## config.mk

```make
export PLATFORM = sky130hd
export DESIGN_NAME = fifo_wr_arb
export DESIGN_NICKNAME = d
export VERILOG_FILES = /design/src/rtl/fifo_arb_pkg.sv /design/src/rtl/fifo_wr_arb_rr_pick.sv /design/src/rtl/fifo_wr_arb.sv
export SDC_FILE = /design/constraint.sdc
export NUM_CORES = 1
export LEC_CHECK = 0
export ABC_CLOCK_PERIOD_IN_PS = 5050
export BUFFER_PORTS_ARGS = -buffer_cell sky130_fd_sc_hd__buf_2
export CAP_MARGIN = 20
export CORE_UTILIZATION = 40
export DETAILED_ROUTE_END_ITERATION = 8
export GPL_ROUTABILITY_DRIVEN = 0
export HOLD_SLACK_MARGIN = 0.15
export PLACE_DENSITY = 0.72
export RECOVER_POWER = 100
export REMOVE_ABC_BUFFERS = 1
export SETUP_SLACK_MARGIN = 0.3
export SYNTH_ARGS = -nofsm -noshare
export SYNTH_HDL_FRONTEND = slang
export SYNTH_SLANG_ARGS = --single-unit
```

## constraint.sdc

```tcl
create_clock -name clk -period 5.05 [get_ports clk]
set_input_delay 0.2525 -clock clk [delete_from_list [all_inputs] [get_ports clk]]
set_output_delay 0.2525 -clock clk [all_outputs]
set_load 0.005 [all_outputs]
```

## src/rtl/fifo_arb_pkg.sv

```systemverilog
// Shared types and helpers for the FIFO write-port round-robin arbiter.
package fifo_arb_pkg;

    typedef enum logic {
        IDLE  = 1'b0,
        GRANT = 1'b1
    } arb_state_t;

    localparam int RR_MAX_REQ = 32;

    // Index of the first set request after 'last', wrapping at num_req; -1 when none is set.
    function automatic int rr_next(input logic [RR_MAX_REQ-1:0] req,
                                   input int num_req,
                                   input int last);
        int idx;
        rr_next = -1;
        for (int k = num_req; k >= 1; k--) begin
            idx = (last + k) % num_req;
            if (req[idx]) begin
                rr_next = idx;
            end
        end
    endfunction

endpackage

```

## src/rtl/fifo_wr_arb_rr_pick.sv

```systemverilog
// Round-robin winner select: rotate requests so last+1 sits at bit 0,
// take the lowest set bit, then rotate the index back.
module rr_pick #(
    parameter int NUM_REQ = 4
) (
    input  logic [NUM_REQ-1:0]         req,
    input  logic [$clog2(NUM_REQ)-1:0] last,
    output logic [$clog2(NUM_REQ)-1:0] win_idx,
    output logic                       win_valid
);
    localparam int IDX_W = $clog2(NUM_REQ);
    localparam logic [IDX_W:0] NUM_REQ_W = (IDX_W+1)'(NUM_REQ);
    localparam logic [IDX_W-1:0] LAST_IDX = IDX_W'(NUM_REQ - 1);

    logic [2*NUM_REQ-1:0] req_dbl;
    logic [NUM_REQ-1:0]   req_rot;
    logic [IDX_W-1:0]     shift;
    logic [IDX_W-1:0]     off;
    logic [IDX_W:0]       sum_w;

    assign req_dbl = {req, req};
    assign shift   = (last == LAST_IDX) ? '0 : last + 1'b1;

    generate
        for (genvar gi = 0; gi < NUM_REQ; gi++) begin : g_rot
            assign req_rot[gi] = req_dbl[32'(shift) + gi];
        end
    endgenerate

    always_comb begin
        off       = '0;
        win_valid = 1'b0;
        for (int k = NUM_REQ - 1; k >= 0; k--) begin
            if (req_rot[k]) begin
                off       = IDX_W'(k);
                win_valid = 1'b1;
            end
        end
    end

    always_comb begin
        sum_w = {1'b0, shift} + {1'b0, off};
        if (sum_w >= NUM_REQ_W) begin
            sum_w = sum_w - NUM_REQ_W;
        end
        win_idx = sum_w[IDX_W-1:0];
    end

endmodule

```

## src/rtl/fifo_wr_arb.sv

```systemverilog
// Round-robin arbiter sharing one FIFO write port among NUM_REQ producers,
// with bounded bursts per grant and combinational stall on full.
module fifo_wr_arb
    import fifo_arb_pkg::*;
#(
    parameter int NUM_REQ    = 4,
    parameter int DATA_WIDTH = 8,
    parameter int MAX_BURST  = 4
) (
    input  logic                          clk,
    input  logic                          rstN,
    input  logic [NUM_REQ-1:0]            req,
    input  logic [NUM_REQ*DATA_WIDTH-1:0] req_data,
    output logic [NUM_REQ-1:0]            gnt,
    input  logic                          full,
    output logic                          wr_en,
    output logic [DATA_WIDTH-1:0]         data_in,
    output logic                          busy,
    output logic [$clog2(NUM_REQ)-1:0]    owner
);
    localparam int IDX_W  = $clog2(NUM_REQ);
    localparam int BEAT_W = $clog2(MAX_BURST + 1);
    localparam logic [BEAT_W-1:0] LAST_BEAT = BEAT_W'(MAX_BURST - 1);

    arb_state_t        state_q, state_d;
    logic [IDX_W-1:0]  owner_q, owner_d;
    logic [IDX_W-1:0]  last_q, last_d;
    logic [BEAT_W-1:0] beat_q, beat_d;

    logic [IDX_W-1:0]      win_idx;
    logic                  win_valid;
    logic                  owner_req;
    logic                  beat_fire;
    logic                  release_now;
    logic [DATA_WIDTH-1:0] req_data_arr [NUM_REQ];

    generate
        for (genvar gi = 0; gi < NUM_REQ; gi++) begin : g_unpack
            assign req_data_arr[gi] = req_data[gi*DATA_WIDTH +: DATA_WIDTH];
        end
    endgenerate

    rr_pick #(
        .NUM_REQ (NUM_REQ)
    ) u_rr_pick (
        .req       (req),
        .last      (last_q),
        .win_idx   (win_idx),
        .win_valid (win_valid)
    );

    // full gates the beat combinationally so a write can never land on a full FIFO.
    assign owner_req   = req[owner_q];
    assign beat_fire   = (state_q == GRANT) && owner_req && !full;
    assign release_now = (state_q == GRANT) &&
                         (!owner_req || (beat_fire && (beat_q == LAST_BEAT)));

    always_ff @(posedge clk or negedge rstN) begin
        if (!rstN) begin
            state_q <= IDLE;
            owner_q <= '0;
            last_q  <= IDX_W'(NUM_REQ - 1);
            beat_q  <= '0;
        end else begin
            state_q <= state_d;
            owner_q <= owner_d;
            last_q  <= last_d;
            beat_q  <= beat_d;
        end
    end

    always_comb begin
        state_d = state_q;
        owner_d = owner_q;
        last_d  = last_q;
        beat_d  = beat_q;
        case (state_q)
            IDLE: begin
                if (win_valid && !full) begin
                    state_d = GRANT;
                    owner_d = win_idx;
                    beat_d  = '0;
                end
            end
            GRANT: begin
                if (beat_fire) begin
                    beat_d = beat_q + 1'b1;
                end
                if (release_now) begin
                    state_d = IDLE;
                    last_d  = owner_q;
                end
            end
            default: state_d = IDLE;
        endcase
    end

    always_comb begin
        gnt     = '0;
        wr_en   = 1'b0;
        data_in = '0;
        if (beat_fire) begin
            wr_en        = 1'b1;
            gnt[owner_q] = 1'b1;
            data_in      = req_data_arr[owner_q];
        end
    end

    assign busy  = (state_q == GRANT);
    assign owner = owner_q;

endmodule

```

=== Yosys cells after proc, flatten, opt, wreduce, memory -nomap -nowiden ===
Index checks and enable logic that the tools add are counted.

* Add/sub/neg operators: 7
* Multiply operators: 0
* Divide/modulo/power cells: 0
* $lt $le $gt $ge: 8
* Equal/unequal tests: 4
* Shift operators: 0
* Mux-type cells: 34
* Bitwise gates (word level): 2
* Reductions and logical operators: 12

{| class="wikitable"
|+ Operators with widths
! operator !! count
|-
| less-than comparator 32 x 4 -> 1 bit, second input constant || 3
|-
| 2-to-1 mux 8 bit || 3
|-
| binary-select mux 8 bit (select 2 bit) || 1
|-
| 2-to-1 mux 1 bit || 13
|-
| 2-to-1 mux 2 bit || 6
|-
| binary-select mux 1 bit (select 3 bit) || 3
|-
| adder 2 x 2 -> 3 bit, second input constant || 2
|-
| >= comparator 3 bit, second input constant || 2
|-
| logical AND 1 bit || 6
|-
| 2-to-1 mux 3 bit || 2
|-
| one-hot mux 3 bit (2 select lines) || 1
|-
| AND reduction 2 bit || 3
|-
| binary-select mux 1 bit (select 2 bit) || 2
|-
| less-than comparator 2 x 4 -> 1 bit, second input constant || 1
|-
| 2-to-1 mux 4 bit || 1
|-
| adder 2 x 1 -> 3 bit, second input constant || 1
|-
| adder 2 x 2 -> 3 bit || 1
|-
| adder 3 x 1 -> 3 bit, second input constant || 1
|-
| equality test 3 x 2 -> 1 bit, second input constant || 1
|-
| less-than comparator 2 x 3 -> 1 bit, second input constant || 1
|-
| inverter 2 -> 3 bit || 1
|-
| adder 2 x 1 -> 2 bit, second input constant || 1
|-
| demux 1 bit (select 2 bit) || 1
|-
| equality test 2 bit, second input constant || 1
|-
| 8 further kinds || 9
|}

* Flip-flop bits (word level): 8
* Latch bits: 0
* RAM bits: 0
* Memory bits (read-only): 0
* Input bits: 39
* Output and inout port bits: 16
* Word-level logic and storage cells: 71
* Memories: 0

=== Longest topological paths before layout ===
* Word-level depth: 12
* Mapped depth: 14
* Depth with buffers taken out: 12

=== Cells and area by module ===
From an unflattened synthesis, not the netlist that was laid out.

* Cells, all modules: 93
* Area, all modules: 980.9 um^2

{| class="wikitable"
|+ By module, submodules not included
! module !! instances !! cells an instance !! area each (um^2) !! sequential area each (um^2)
|-
| fifo_wr_arb || 1 || 74 || 842.1 || 202.7
|-
| rr_pick || 1 || 19 || 138.9 || 0.0
|}

=== Worst setup path after synthesis ===
No wires, ideal clock.

* Kind: register -> register
* Start: reg last_q[0]
* End: reg owner_q[1] (netlist: owner[1])
* Setup time: 0.137 ns
* Arrival time: 2.697 ns
* Data required time: 4.913 ns
* Slack: 2.216 ns
* Stages on the path, launching flop included: 14
* Buffers on the path: 2
* Clock period less this slack: 2.834 ns
* Cell sequence: dfstp_2 > buf_6 > inv_1 > ha_1 > clkbuf_1 > mux4_2 > o31a_2 > o22a_1 > nor2_1 > ha_1 > xnor2_1 > inv_1 > nor3_1 > o31ai_2

* Longest elaborated chain between the ends: 12
* Elaborated cells on any way between the ends: 28
* Those cells by class: add/sub: 6; order compare: 1; eq/ne: 1; mux: 18; reduce/logical: 2

{| class="wikitable"
|+ RTL lines
! element !! line !! source
|-
| start, declared || fifo_wr_arb.sv:27 || <nowiki>logic [IDX_W-1:0] last_q, last_d;</nowiki>
|-
| start signal, assigned || fifo_wr_arb.sv:62 || <nowiki>last_q <= IDX_W'(NUM_REQ - 1);</nowiki>
|-
| start signal, assigned || fifo_wr_arb.sv:67 || <nowiki>last_q <= last_d;</nowiki>
|-
| adder 2 x 1 -> 2 bit / equality test 2 bit (equally long branches) || fifo_wr_arb_rr_pick.sv:22 || <nowiki>assign shift = (last == LAST_IDX) ? '0 : last + 1'b1;</nowiki>
|-
| 2-to-1 mux 2 bit (*) || fifo_wr_arb_rr_pick.sv:22 ||
|-
| adder 2 x 2 -> 3 bit || fifo_wr_arb_rr_pick.sv:26 || <nowiki>assign req_rot[gi] = req_dbl[32'(shift) + gi];</nowiki>
|-
| binary-select mux 1 bit (select 3 bit) || fifo_wr_arb_rr_pick.sv:26 ||
|-
| 2-to-1 mux 1 bit (not written as such) || fifo_wr_arb_rr_pick.sv:26 ||
|-
| 2-to-1 mux 2 bit (4 in series) || fifo_wr_arb_rr_pick.sv:34 || <nowiki>if (req_rot[k]) begin</nowiki>
|-
| adder 2 x 2 -> 3 bit || fifo_wr_arb_rr_pick.sv:42 || <nowiki>sum_w = {1'b0, shift} + {1'b0, off};</nowiki>
|-
| >= comparator 3 bit / subtractor 2 x 1 -> 2 bit (equally long branches) || fifo_wr_arb_rr_pick.sv:43, fifo_wr_arb_rr_pick.sv:44 ||
|-
| 2-to-1 mux 2 bit || fifo_wr_arb_rr_pick.sv:43 || <nowiki>if (sum_w >= NUM_REQ_W) begin</nowiki>
|-
| end signal, assigned || fifo_wr_arb.sv:66 || <nowiki>owner_q <= owner_d;</nowiki>
|-
| end, declared || fifo_wr_arb.sv:26 || <nowiki>logic [IDX_W-1:0] owner_q, owner_d;</nowiki>
|}

Mark *: on every way between the ends. The rest lies on a longest branch, timed or not. The select of a mux whose other input is x is not followed.
A chain may end at the register's enable or synchronous reset.

=== Final worst setup path ===
* Start: reg last_q[0]
* End: reg owner_q[0] (netlist: owner[0])

The elaborated chain is that of the path after synthesis.

==> flow_summary.toml <==
[run_status]
status = "finished, final reports clean"

[worst_hold_path]
min_from = "full"
hold_path_class = "input port to register"
hold_depth = 3
whs_endpoint = "beat_q[1]"

[power_and_ir_drop]
power.density_nw_per_um2 = 520
swShare_pct = 45.9
vdd_ir_drop_max_mv = 0.304
power.share.combinational_pct = 66.0
seqPwrFrac_pct = 26.3
leakagePower_uw = 0.000617
p_int_uw = 367
clkPwrFrac_pct = 7.7
switchingPower_uw = 311

[grt]
track_usage_pct = 20.7
grt_overflow = 0
antenna_found_initial = 0
grt_pass1_vias = 1041
grt_pass1_wl_um = 4290
grt_max_degree = 17

[die]
core_area_sq_um = 2480
die_w_um = 53.1
die_area_sq_um = 2820
start_util_pct = 42.2
ios = 55
die_h_um = 53.1
rows = 18

[drt]
ant_nets = 0
vias = 1016
drc = 0
dr.pass1.iters = 4
drt_iter0_drc = 17
avgRoutedWirePerCell_um = 13.8
totalWireLength_um = 2550
vias_per_cell = 5.49

[synthesis]
syn-instance-count = 103
ys_seq_elements = 8
ys.flop_type = "dfrtp_1"
synth_edf_count = 0
ys_types = 36
synth-async-reset-ratio_pct = 100
synth-warning-count = 0
synth_area_per_cell_sq_um = 10.1
yosysSeqAreaShare_pct = 19.4
netlist_area_sq_um = 1040

[clock_tree]
clk_pin_slew_worst_paths_ns = 0.06
cts_htree_levels = 1
cts_resized = 0
cts_setup_buffers = 0
cts-root-buf = "clkbuf_4"
cts_sinks = 8
cts_tree = "yes"
clk-insertion-delay-late_ns = 0.26
cts_buffer_depth = 2
ctsHoldBuffers = 1
cts_buffers = 3

[sta]
skew_ns = 0.00631
hold_viol_final = 0
fin_crit_ns = 3.29
setup_viol = 0
timing.setup.tns_ns = 0
fin_hold_ws_ns = 0.322
worst_pin_slew_ns = 1.05
drv_slew = 0
fmax_mhz = 304
period_share_pct = 65.2
relSlewSlack_pct = 29.2
rsz0062_at_grt = "no"

[placed_design]
placed_cell_area_sq_um = 1320
port_buffers = 54
dp_cells = 180
dpl.hpwl_um = 2080

[finish]
nets = 201
layout_commonest_cell = "buf_2"
layout-drive-gt1-share_pct = 40.0
fin_area_sq_um = 1300
utilization_pct = 52.6
syn_to_final_growth_pct = 24.8
final_cell_mix = "buf_2, clkbuf_1, mux4_2"
fin_cells = 185
diodes = 0

[setup_path]
r2r_slack_ns = 1.76
r2r_cells = 6
worstReg2RegEnd = "owner[0]"
critPathLaunchType = "register"
worstPathCellList = "inv_1, ha_1, nor3_1, nor3_1, o41ai_1, mux2_4"
cp_common_cell = "nor3_1"
required_ns = 5.19
r2r_start = "last_q[0]"
crit_fanout = 14
critical_path_class = "register to register"
slowest_stage = "o41ai_1"
endpoint_kind = "register"
cpPeakStageDelay_ns = 0.97
crit_arrival_ns = 3.44

[job]
maxCapViolations = 0
==> power by group through the flow <==
stage	logic, uW	clock network [uW]	registers (uW)
after detailed placement	474	0	181
after floorplan	370	0	163
after CTS	477	55.6	181
final	447	52.4	178
after global placement	458	0	178
after global routing	497	58.5	189
==> cell type report <==
class	instances	area (sq um)
repair buffers	55	265
well taps	30	37.5
flip-flops and latches	8	203
inverters	9	33.8
clock buffers	4	26.3
multi-input cells	79	738
fillers	261	1170
==> Yosys cell counts (4+ instances only) <==
| cell | instances | area [sq um] |
|---|---|---|
| nand2_1 | 5 | 18.8 |
| inv_1 | 9 | 33.8 |
| o21a_1 | 4 | 30.0 |
| o21ai_0 | 7 | 35.0 |
| nor2_1 | 7 | 26.3 |
| nor3b_1 | 4 | 30.0 |
| ha_1 | 6 | 75.1 |
| dfrtp_1 | 6 | 150 |
| and3_1 | 9 | 56.3 |
| mux4_2 | 10 | 225 |
==> flip-flops by register name, indices dropped and copies added (netlist names) <==
register,cells
last_q,2
owner,2
beat_q,3
busy,1
==> worst max-delay path: cells and delay by family (launching register included) <==
family / cells / cell delay (ns)
adders and majority gates: 1 / 0.43
buffers and inverters: 1 / 0.12
DFF: 1 / 0.87
muxes: 1 / 0.35
and+or+nand+nor: 2 / 0.43
AOI/OAI and AO/OA: 1 / 0.97
==> routing by layer <==
layer | track usage [%] | routed length (um) | vias to the layer above
li1 | - | - | 492
met1 | 24.6 | 1100 | 465
met2 | 36.7 | 1230 | 57
met3 | 6.03 | 214 | 2
met4 | 3.95 | 17 | 0
met5 | 0 | 0 | -
==> cell families after synthesis <==
kind of cell	count (synthesis)	share of synthesized area [%]
xor+xnor	1	0.838
simple gates	36	19.6
fa+ha+maj	6	7.19
compound gates	22	17.1
buf+inv	16	6.83
flops	8	19.4
mux	14	29.0
==> how the worst max path moves through the flow <==
stage | from | end | slack [ns] | cells past startpoint
after floorplan | last_q[0] | owner[1] | 2.32 | 11
after global placement | last_q[0] | owner[1] | 2.20 | 11
after detailed placement | last_q[0] | owner[1] | 2.08 | 11
after CTS | last_q[0] | owner[1] | 2.05 | 11
after global routing | last_q[0] | owner[0] | 1.54 | 6
final | last_q[0] | owner[0] | 1.76 | 6
==> metrics by stage <==
step	total power (uW)	setup WS (ns)
4_1_cts	714	2.05
6_report	678	1.76
3_5_place_dp	655	2.08
2_1_floorplan	533	2.32
5_1_grt	744	1.54
3_3_place_gp	636	2.20
No activity file was read; power rests on OpenSTA's default activity.
